$ cat config.mk
export PLATFORM = sky130hd
export DESIGN_NAME = mem_arbiter3
export DESIGN_NICKNAME = d
export VERILOG_FILES = /design/src/rtl/mem_arbiter3.sv
export SDC_FILE = /design/constraint.sdc
export NUM_CORES = 1
export LEC_CHECK = 0
export BUFFER_PORTS_ARGS = -buffer_cell sky130_fd_sc_hd__buf_2
export CORE_UTILIZATION = 25
export CTS_CLUSTER_DIAMETER = 50
export DETAILED_ROUTE_END_ITERATION = 10
export PLACE_DENSITY_LB_ADDON = 0.2
export SYNTH_ARGS = -nofsm -noshare
export SYNTH_HDL_FRONTEND = slang
export SYNTH_SLANG_ARGS = --single-unit
$ cat constraint.sdc
create_clock -name clk -period 2.5 [get_ports clk]
set_input_delay 0.25 -clock clk [delete_from_list [all_inputs] [get_ports clk]]
set_output_delay 0.25 -clock clk [all_outputs]
set_load 0.02 [all_outputs]
$ cat src/rtl/mem_arbiter3.sv
// mem_arbiter3: round-robin arbiter for three requesters sharing one memory
// port. It runs one transaction at a time. A transaction ends on a handshake
// or when it has waited too long for mem_ready.
module mem_arbiter3 #(
    parameter int unsigned TIMEOUT = 16
) (
    input  logic       clk,
    input  logic       reset,
    input  logic [2:0] req,
    output logic [2:0] gnt,
    output logic [1:0] sel,
    output logic       mem_valid,
    input  logic       mem_ready,
    output logic [2:0] done,
    output logic       err
);

    localparam logic [0:0] STATE_IDLE = 1'b0;
    localparam logic [0:0] STATE_BUSY = 1'b1;

    localparam logic [7:0] TMO_LAST = 8'(TIMEOUT - 1);
    localparam logic [1:0] SEL_IDLE = 2'b11;

    logic [0:0] state;
    logic [1:0] last;
    logic [7:0] wcnt;
    logic [1:0] pick_idx;
    logic       busy;
    logic       tmo;
    logic       finish;

    assign busy      = (state == STATE_BUSY);
    assign tmo       = (wcnt == TMO_LAST);
    assign finish    = busy && (mem_ready || tmo);
    assign mem_valid = busy;

    // A transaction that is dropped by reset produces no completion and no abort.
    assign done = (finish && !reset) ? gnt : '0;
    assign err  = busy && tmo && !mem_ready && !reset;

    // Pick the next requester, searching from the one after the last winner.
    always_comb begin
        pick_idx = '0;
        case (last)
            2'd0:    pick_idx = req[1] ? 2'd1 : (req[2] ? 2'd2 : 2'd0);
            2'd1:    pick_idx = req[2] ? 2'd2 : (req[0] ? 2'd0 : 2'd1);
            default: pick_idx = req[0] ? 2'd0 : (req[1] ? 2'd1 : 2'd2);
        endcase
    end

    // FSM, grant/select registers, last-winner pointer and the wait counter.
    always_ff @(posedge clk) begin
        if (reset) begin
            state <= STATE_IDLE;
            gnt   <= '0;
            sel   <= SEL_IDLE;
            wcnt  <= '0;
            last  <= 2'd2;
        end else begin
            case (state)
                STATE_IDLE: begin
                    if (req != 3'b000) begin
                        state <= STATE_BUSY;
                        gnt   <= 3'b001 << pick_idx;
                        sel   <= pick_idx;
                        wcnt  <= '0;
                    end else begin
                        gnt <= '0;
                        sel <= SEL_IDLE;
                    end
                end
                default: begin
                    if (mem_ready || tmo) begin
                        state <= STATE_IDLE;
                        gnt   <= '0;
                        sel   <= SEL_IDLE;
                        // sel holds the granted index for the whole transaction.
                        last  <= sel;
                    end else begin
                        wcnt <= wcnt + 8'd1;
                    end
                end
            endcase
        end
    end

endmodule

# Yosys cells after proc, flatten, opt, wreduce, memory -nomap -nowiden
# Index checks and enable logic that the tools add are counted.
word_totals:
  register_bits: 16
  latchBits: 0
  mem_bits_rw: 0
  romBits: 0
  input_bits: 6
  out_inout_bits: 10
  wordCells: 44
  n_memories: 0
classes:
  n_addsub: 1
  n_mul: 0
  n_div: 0
  n_lt_le_gt_ge: 0
  n_eq_ne: 4
  shift: 1
  muxes: 20
  bitwise_logic: 0
  reduce_logical: 13
op_table:
  columns: ["cell", "count"]
  rows:
  - ["$mux 8", 3]
  - ["$mux 2", 8]
  - ["$mux 3", 4]
  - ["$add 8x1->8 const B", 1]
  - ["$eq 8x4->1 const B", 1]
  - ["$logic_and 1x1->1", 5]
  - ["$mux 1", 4]
  - ["$pmux 2 s2", 1]
  - ["$reduce_and 2->1", 2]
  - ["$reduce_bool 3->1", 1]
  - ["$shl 1x2->3 const A", 1]
  - ["$eq 2x1->1 const B", 1]
  - ["$logic_not 1->1", 2]
  - ["$logic_not 2->1", 1]
  - ["$ne 2x1->1 const B", 1]
  - ["$ne 2x2->1 const B", 1]
  - ["$reduce_bool 2->1", 1]
  - ["$logic_or 1x1->1", 1]

# Longest topological paths before layout
# Gate-level depths: netlist of the first run.
logic_depth:
  ltp_word: 6
  depth_mapped: 5
  depth_no_buf: 5

# Worst setup path before layout of the first run
# OpenSTA, ideal clock, no wires.
synth_path:
  path_type: "reg2out"
  from: "reg wcnt[4]"
  to: "out done[0]"
  t_arrival_ns: 1.451
  t_required_ns: 2.250
  setup_slack_ns: 0.799
  path_stages_with_launch: 5
  n_path_buf: 0
  cell_sequence: "dfxtp_1 > or4_4 > o21ai_4 > and2b_1 > and2_1"
synth_via:
  elab_chain_len: 5
synth_rtl:
  columns: ["element", "line", "text"]
  rows:
  - ["start: declaration", "26", "logic [7:0] wcnt;"]
  - ["start signal: assignment", "80", "wcnt <= wcnt + 8'd1;"]
  - ["$eq 8x4->1", "33", "assign tmo = (wcnt == TMO_LAST);"]
  - ["$logic_or 1x1->1", "34", "assign finish = busy && (mem_ready || tmo);"]
  - ["$logic_and 1x1->1", "34", null]
  - ["$logic_and 1x1->1", "38", "assign done = (finish && !reset) ? gnt : '0;"]
  - ["$mux 3", "38", null]
  - ["end: declaration", "14", "output logic [2:0] done,"]
# Every way passes these cells.

# Final worst setup path of the first run
layout_path:
  from: "reg wcnt[4]"
  to: "out done[2]"
# Same word-level chain as after synthesis.

==> results of run 1 <==
## kinds of logic after synthesis
group	share of synthesized area (%)
AO/OA/AOI/OAI	18.4
XOR/XNOR	5.61
adder cells (fa/ha/maj)	1.60
buffers and inverters	0.961
flip-flops	41.0
multiplexers	1.28
AND/OR/NAND/NOR	31.1
## critical path, delay by kind of cell (launching register included)
family	cells	cell delay (ns)
compound gates	1	0.20
simple gates	3	0.87
flops	1	0.37
buf+inv	1	0.15
## cell type report
type	instances	area, µm²	share of cell area [%]
inverter	1	3.75	0.405
timing repair buffer	15	75.1	8.10
multi-input combinational	72	453	48.9
sequential	16	320	34.5
clock buffer	4	36.3	3.91
tap	31	38.8	4.18
## registers in the layout, indices dropped and copies added (netlist names)
signal     flops
wcnt           8
mem_valid      1
last           2
gnt            3
sel            2
## metrics by stage
step                      setup WS, ns  util (%)
after floorplan                  0.799         -
final                            0.368      32.5
after global routing             0.269      32.5
after CTS                        0.346      32.5
after global placement           0.710      31.2
after detailed placement         0.668      31.2
## power by group
group / internal (µW) / switching [µW] / leakage, µW / total (µW)
combinational: 23.9 / 40.9 / 0.000200 / 64.8
clock: 88.7 / 86.3 / 0.0000210 / 175
sequential: 265 / 9.41 / 0.000131 / 274
total: 378 / 137 / 0.000351 / 514
## worst max-delay path by stage
stage                       start  endpoint  slack (ns)  cells after the start
after global routing      wcnt[4]   done[2]        0.27                      5
after CTS                 wcnt[4]   done[2]        0.35                      5
after global placement    wcnt[4]   done[2]        0.71                      5
final                     wcnt[4]   done[2]        0.37                      5
after floorplan           wcnt[4]   done[0]        0.80                      4
after detailed placement  wcnt[4]   done[2]        0.67                      5
## per-layer routing
layer	part of all wire, %	GRT usage [%]	vias to the layer above
met5	0	0	-
met4	2.5	7.14	0
met3	3.2	2.90	4
met2	43	15.3	18
met1	51	15.4	324
li1	-	-	364
## cells in the final DEF, fill, tap and decap left out, types with 2 or more instances in the layout
master / netlist / routed
dfxtp_1: 16 / 16
buf_2: 0 / 15
nor2_1: 10 / 10
a21oi_1: 9 / 9
nor3_1: 7 / 7
nand2_1: 6 / 6
nand2b_1: 4 / 4
nand3_1: 4 / 4
xnor2_1: 4 / 4
and2_1: 3 / 3
clkbuf_4: 0 / 3
nand4_1: 2 / 2
o21ai_4: 2 / 2
nor4_1: 2 / 2
nor2b_1: 2 / 2
o2bb2ai_1: 2 / 2
==> metrics, run 1 <==
Post-Synthesis Cell Area 781 µm²; Max Cap Viol 0; unrepaired setup endpoints after global routing false; part of the Yosys area used for sequential elements approximately two fifths; period utilization 85.3%; Avg Cell Area, Syn between 8 and 9 µm²; crit path max fanout 5; P_leak 0.000351 µW; pwr/cell area approximately 550 nW/µm²; post-route insts no fill 139; Pwr Total approximately 510 µW; Critical Path Start Type flip-flop; initial antenna violation count 0; via count of the routed design 710; Total GRT Usage 11.2%; core area between 2000 and 3000 µm²; post_cts resized 0; clock-pin slew on the worst setup and hold paths 0.10 ns; drt first pass iters 7; final setup fails 0; DRT iter0 DRCs 38; Worst Setup End Kind primary output; largest net degree at the start of global routing 16; worst skew pair latency 0.29 ns; Max Clk Rate 469 MHz; post-synth top area share 41.0%; standard-cell rows 19; Area contributors post-synth dfxtp_1 41%, a21oi_1 5.8%, nor2_1 4.8%; post-route cell area 927 µm²; syn nets 97; Antenna Cells 0; FF-to-FF Start wcnt[4]; CP max stage cell or4_4; CTS sink cnt 16; Filler cells 305; status finished, violations left; Starting Density 27.4%; reg2reg path depth 4; GPL Wtd Cong about 0.8; DR WL/cell ~12 µm; DRC Markers 3; Final Hold Fails 0; PortBufs 15; hold slack final around 0.29 ns; dpl cells between 100 and 150; top-level port count 16; Die Area 3350 µm²; Slew @ Worst Pin about 0.58 ns; min Tclk post-route 2.13 ns; CP required 2.25 ns; Num CTS Buffers 3; placed cell areas 891 µm²; hold endpoint last[0]; hold crit path type primary input to flip-flop; RR Endpoint gnt[1]; Seq cells post-synth 16; Reg2Reg Setup Slack 0.99 ns; Post-synth ARST share 0%; worst vdd ir between 0.1 and 0.15 mV; layout cells sized above 1 20.4%; clock root cell clkbuf_4; hold depth 2; gate count of the mapped netlist 90; failing checks DRC; Synth area leader dfxtp_1; CTS tree yes; CTS HTree Levels 1; top post-synthesis cells by count 16 x dfxtp_1, 10 x nor2_1, 9 x a21oi_1; Via density just over 5; Slew Viols, Final 0; critical path class flip-flop to primary output; Detailed Place HPWL around 1300 µm; Area Growth Syn to Fin 18.7%; Longest Clk Path Bufs 2; first-pass GRT wire length 2760 µm; GRT overflow 0; Top FF cell, synth dfxtp_1; antenna viol nets, final 0; worst hold path startpoint reset; slew margin rel. 60.6%; setup TNS 0 ns; Die H 57.9 µm; Layout Skew 0.00253 ns; Post-synth EDFFs 0; Netlist cell types 31; number of global-route vias before repair just under 600; count leader, synth dfxtp_1; final wirelength around 1700 µm; Yosys warning count 0; # Post-CTS Setup Buffers 0; Die Wd 57.9 µm; CP peak stage delay 0.57 ns; hold_buf cts 0; # nets final 116; CP Data Arrival Time between 1.5 and 2 ns; chain of cells forming the critical path or4_4, o21ai_4, and2b_1, and2_1, buf_2
Note: power is estimated with default switching activity, not from simulation.
==> run 2: changes to the inputs <==
--- a/config.mk
+++ b/config.mk
@@ -5,6 +5,7 @@
 export SDC_FILE = /design/constraint.sdc
 export NUM_CORES = 1
 export LEC_CHECK = 0
+export ABC_AREA = 1
 export BUFFER_PORTS_ARGS = -buffer_cell sky130_fd_sc_hd__buf_2
 export CORE_UTILIZATION = 25
 export CTS_CLUSTER_DIAMETER = 50
==> run 2 against run 1 <==
Die area up 11%. Non-clock buffer count is the same. Area after synthesis is 11% higher. Largest cell class unchanged. The flow now finishes without violations.
==> metrics, run 2 <==
Num CTS Buffers 3; PortBufs 15; standard-cell rows 21; Netlist cell types 20; worst hold path startpoint reset; hold_buf cts 0; CP required between 2 and 2.5 ns; DRT iter0 DRCs 20; drt first pass iters 6; commonest non-fill, non-tap cell in the layout nand2_1; Max Cap Viol 0; multi-input logic area roughly 460 µm²; hold endpoint wcnt[1]; part of the Yosys area used for sequential elements 37.0%; final setup fails 0; count leader, synth nand2_1; RR Endpoint wcnt[5]; Yosys warning count 0; Layout Skew 0.00377 ns; CTS HTree Levels 1; FF-to-FF Start wcnt[0]; unrepaired setup endpoints after global routing false; Filler cells 396; compound-cell area share of the yosys netlist 12.7%; adder-cell share of the synthesized area 1.45%; Reg2Reg Setup Slack 1.10 ns; number of global-route vias before repair 799; chain of cells forming the critical path ha_1, nand3_2, inv_2, nand3_4, nand2_2, nand2_2, inv_2, nand2_1, nor2_1, buf_2; post-synthesis mux area share 0%; Slew Viols, Final 0; Via density 4.26; initial antenna violation count 0; setup TNS 0 ns; CP max stage cell dfxtp_1; Die Area 3700 µm²; Top FF cell, synth dfxtp_1; Die H 60.9 µm; core area 3340 µm²; post-synthesis simple-gate area fraction 38.6%; Final Hold Fails 0; Avg Cell Area, Syn 6.82 µm²; gate count of the mapped netlist 127; layout cells sized above 1 roughly 24%; post-synth top area share around 37%; syn nets 134; Synth Area in XOR/XNOR 0%; hold depth 2; Total GRT Usage between 10% and 20%; Largest regs wcnt x8, gnt x3; via count of the routed design 814; Final Util 30.9%; status finished, final reports clean; largest reg by FF count wcnt; largest net degree at the start of global routing 10; clock root cell clkbuf_4; DRC Markers 0; CP Data Arrival Time 1.79 ns; period utilization 81.5%; worst vdd ir 0.337 mV; # Post-CTS Setup Buffers 0; Antenna Cells 0; crit path max fanout 9; main combinational cell family by area after synthesis simple AND/OR/NAND/NOR gates; Post-Synthesis Cell Area between 800 and 900 µm²; antenna viol nets, final 0; final wirelength 1950 µm; DR WL/cell 10.2 µm; Longest Clk Path Bufs 2; pwr/cell area 519 nW/µm²; CTS sink cnt 16; Synth area leader dfxtp_1; most frequent cells in the layout 26 x nand2_1, 19 x inv_1, 18 x nand3_1; GRT overflow 0; Post-synth EDFFs 0; reg2reg path depth 7; CP bufs+invs 3; Worst Setup End Kind primary output; clock-pin slew on the worst setup and hold paths 0.09 ns; P_leak 0.000463 µW; GPL Wtd Cong ~0.74; critical path class flip-flop to primary output; top-level port count 16; worst skew pair latency slightly below 0.3 ns; Starting Density 25.9%; Area contributors post-synth dfxtp_1 37%, nand2_1 11%, nand3_1 10%; first-pass GRT wire length 3420 µm; min Tclk post-route 2.04 ns; hold crit path type primary input to flip-flop; CP peak stage delay roughly 0.37 ns; max reg flops 8; post_cts resized 0; slew margin rel. 82.6%; CTS tree yes; Post-synth ARST share 0%; Critical Path Start Type flip-flop; Detailed Place HPWL ~1600 µm; CP delay by family, top simple AND/OR/NAND/NOR gates; Seq cells post-synth 16; Max Clk Rate 491 MHz; top post-synthesis cells by count 26 x nand2_1, 19 x inv_1, 18 x nand3_1; Die Wd 60.9 µm; Area Growth Syn to Fin 18.9%; Register Area 320 µm²; Slew @ Worst Pin ~0.26 ns; # nets final 153
run 2: cell type report:
cell class	instances	area share, %
multi-input cells	88	44.3
flip-flops and latches	16	31.1
inverters	22	8.14
repair buffers	15	7.29
well taps	46	5.59
clock buffers	4	3.52
run 2: cell families after synthesis:
kind of cell	Yosys count
DFF	16
and+or+nand+nor	70
adders and majority gates	1
buffers and inverters	23
AOI/OAI and AO/OA	17
run 2: worst max path at each step:
stage               slack [ns]  depth (start not counted)    start       to
floorplan                 0.86                          9  wcnt[0]  done[0]
global placement          0.80                         10  wcnt[0]  done[0]
detailed placement        0.78                         10  wcnt[0]  done[2]
CTS                       0.44                         10  wcnt[0]  done[2]
global route              0.25                         10  wcnt[1]  done[2]
finish                    0.46                         10  wcnt[0]  done[2]
run 2: report_power, final:
group / leakage (µW) / internal (µW) / switching, µW
logic: 0.000311 / 27.9 / 56.8
registers: 0.000131 / 267 / 9.86
clock network: 0.0000210 / 88.8 / 84.8
run 2: routing by layer:
metal	global-route usage [%]	vias up	wire, µm
met1	15.9	361	973
met3	4.48	2	83
li1	-	440	-
met5	0	-	0
met2	20.4	11	861
met4	4.87	0	28
run 2: worst register-to-register path, cell delays in order, from the launching register on:
cell and delay, ns:
dfxtp_1 0.37, ha_1 0.21, nand3_2 0.13, o21bai_4 0.25
nand2_4 0.12, clkinv_2 0.09, nand2_1 0.06, a21oi_2 0.11
run 2: through the flow:
stage                     cells  cell area [µm²]  total power, µW  hold WS (ns)  worst slack (ns)
after floorplan             127              866              341         0.431             0.863
after global placement      187              993              368         0.471             0.803
after detailed placement    187              993              368         0.465             0.778
after CTS                   191             1030              548         0.202             0.438
after global routing        191             1030              570         0.200             0.248
final                       191             1030              535         0.215             0.464
==> run 3: changes to the inputs <==
--- a/config.mk
+++ b/config.mk
@@ -5,7 +5,7 @@
 export SDC_FILE = /design/constraint.sdc
 export NUM_CORES = 1
 export LEC_CHECK = 0
-export ABC_AREA = 1
+export ABC_AREA = 0
 export BUFFER_PORTS_ARGS = -buffer_cell sky130_fd_sc_hd__buf_2
 export CORE_UTILIZATION = 25
 export CTS_CLUSTER_DIAMETER = 50
==> constraint.sdc (replaced) <==
create_clock -name clk -period 1.7 [get_ports clk]
set_input_delay 0.17 -clock clk [delete_from_list [all_inputs] [get_ports clk]]
set_output_delay 0.17 -clock clk [all_outputs]
set_load 0.02 [all_outputs]
==> run 3 against run 2 <==
The flow now finishes with violations (DRC, setup timing). Clock skew about the same. Cell area fell by 1.8%. Critical path depth decreased by 5. Flip-flop and latch count unchanged. Register-to-register slack got worse by 0.99 ns. First-iteration DRC count is 5.0% higher. Total power rose by 45%. Die area is 9.5% lower. Final cell count shrank 24%. Sequential share of layout area up 0.83 points. Critical path type unchanged. Critical endpoint is now done[1].
==> metrics, run 3 (synthesis gave the netlist of run 1 again) <==
commonest non-fill, non-tap cell in the layout dfxtp_1; Die H 57.9 µm; FF-to-FF Start wcnt[4]; via count of the routed design 719; failing checks DRC, setup timing; Worst Setup End Kind primary output; layout cells sized above 1 28.1%; chain of cells forming the critical path or4_4, o21ai_4, and2b_1, and2_1, buf_6; final setup fails 4; hold_buf cts 0; crit path from wcnt[4]; GRT overflow 0; Largest regs wcnt x8, gnt x3; Slew Viols, Final 0; CP Data Arrival Time 1.74 ns; CP required 1.53 ns; DRT iter0 DRCs 21; Max Clk Rate 524 MHz; clock root cell clkbuf_4; Layout Skew between 0.004 and 0.005 ns; most frequent cells in the layout 14 x dfxtp_1, 12 x buf_2, 10 x nor2_1; Starting Density 27.4%; core area between 2000 and 3000 µm²; CP bufs+invs 1; # nets final 122; worst vdd ir about 0.23 mV; period utilization 112%; CTS tree yes; placed cell areas a little over 900 µm²; first-pass GRT wire length 3130 µm; setup TNS -0.640 ns; worst skew pair latency 0.29 ns; DRC Markers 3; reg2reg path depth 6; CP delay by family, top simple AND/OR/NAND/NOR gates; top-level port count 16; GPL Wtd Cong 0.786; post-route cell area 1010 µm²; PortBufs 15; clock-pin slew on the worst setup and hold paths between 0.1 and 0.15 ns; P_leak 0.000390 µW; RR Endpoint last[0]; hold depth 2; critical path class flip-flop to primary output; final wirelength 1850 µm; Detailed Place HPWL 1370 µm; largest net degree at the start of global routing 16; worst hold path startpoint reset; CP max stage cell or4_4; largest reg by FF count wcnt; slew margin rel. about 73%; min Tclk post-route 1.91 ns; unrepaired setup endpoints after global routing true; antenna viol nets, final 0; crit path max fanout 3; Num CTS Buffers 3; CTS sink cnt 16; DR WL/cell 12.8 µm; Slew @ Worst Pin between 0.4 and 0.5 ns; max reg flops 8; initial antenna violation count 0; Die Area 3350 µm²; Total GRT Usage between 10% and 20%; Longest Clk Path Bufs 2; pwr/cell area 765 nW/µm²; Place WS 0.0656 ns; CP peak stage delay 0.57 ns; standard-cell rows 19; Antenna Cells 0; CTS HTree Levels 1; Die Wd 57.9 µm; Pwr Total 773 µW; Area Growth Syn to Fin 29.5%; Max Cap Viol 0; hold crit path type primary input to flip-flop; Final Hold Fails 0; Via density 4.96; drt first pass iters 7; Reg2Reg Setup Slack 0.11 ns; hold endpoint last[0]; Critical Path Start Type flip-flop; Final Worst Setup Slack -0.209 ns; number of global-route vias before repair roughly 670; status finished, violations left
## run 3: worst max-delay path by stage
stage                   end  depth (start not counted)
global route        done[0]                          5
finish              done[1]                          5
CTS                 done[0]                          5
floorplan           done[0]                          4
detailed placement  done[0]                          5
global placement    done[0]                          5
## run 3: layout make-up
| type | instances | area [µm²] |
|---|---|---|
| Clock buffer | 4 | 36.3 |
| Tap cell | 31 | 38.8 |
| Sequential cell | 16 | 323 |
| Fill cell | 307 | 1840 |
| Timing Repair Buffer | 21 | 139 |
| Multi-Input combinational cell | 72 | 470 |
| Inverter | 1 | 3.75 |
## run 3: stage by stage
stage                     cells  utilization, %  hold WS, ns
after floorplan              90               -        0.302
after global placement      140            32.5        0.458
after detailed placement    140            32.5        0.460
after CTS                   145            34.8        0.221
after global routing        145            35.4        0.219
final                       145            35.4        0.221
## run 3: routing by layer
layer | vias up | part of all wire [%] | global-route usage, %
met4 | 0 | 1.5 | 7.14
met2 | 12 | 46 | 19.5
met3 | 2 | 2.9 | 2.23
li1 | 375 | - | -
met5 | - | 0 | 0
met1 | 330 | 50 | 16.4
## run 3: what timing repair did
item	in CTS	in global routing
endpoints found under the setup margin	4	4
setup buffers	1	0
resized for setup	7	4
pin swaps	2	0
## run 3: report_power, final
part / switching, µW / total (µW) / internal (µW)
clock network: 137 / 267 / 130
logic: 63.0 / 102 / 39.4
registers: 13.6 / 404 / 390
## run 3: worst reg2reg max path, cell delays in order (launching register included)
cell	delay [ns]
dfxtp_2	0.33
or4_4	0.57
o21ai_4	0.14
buf_4	0.12
buf_4	0.11
mux2i_1	0.17
nor2_1	0.05
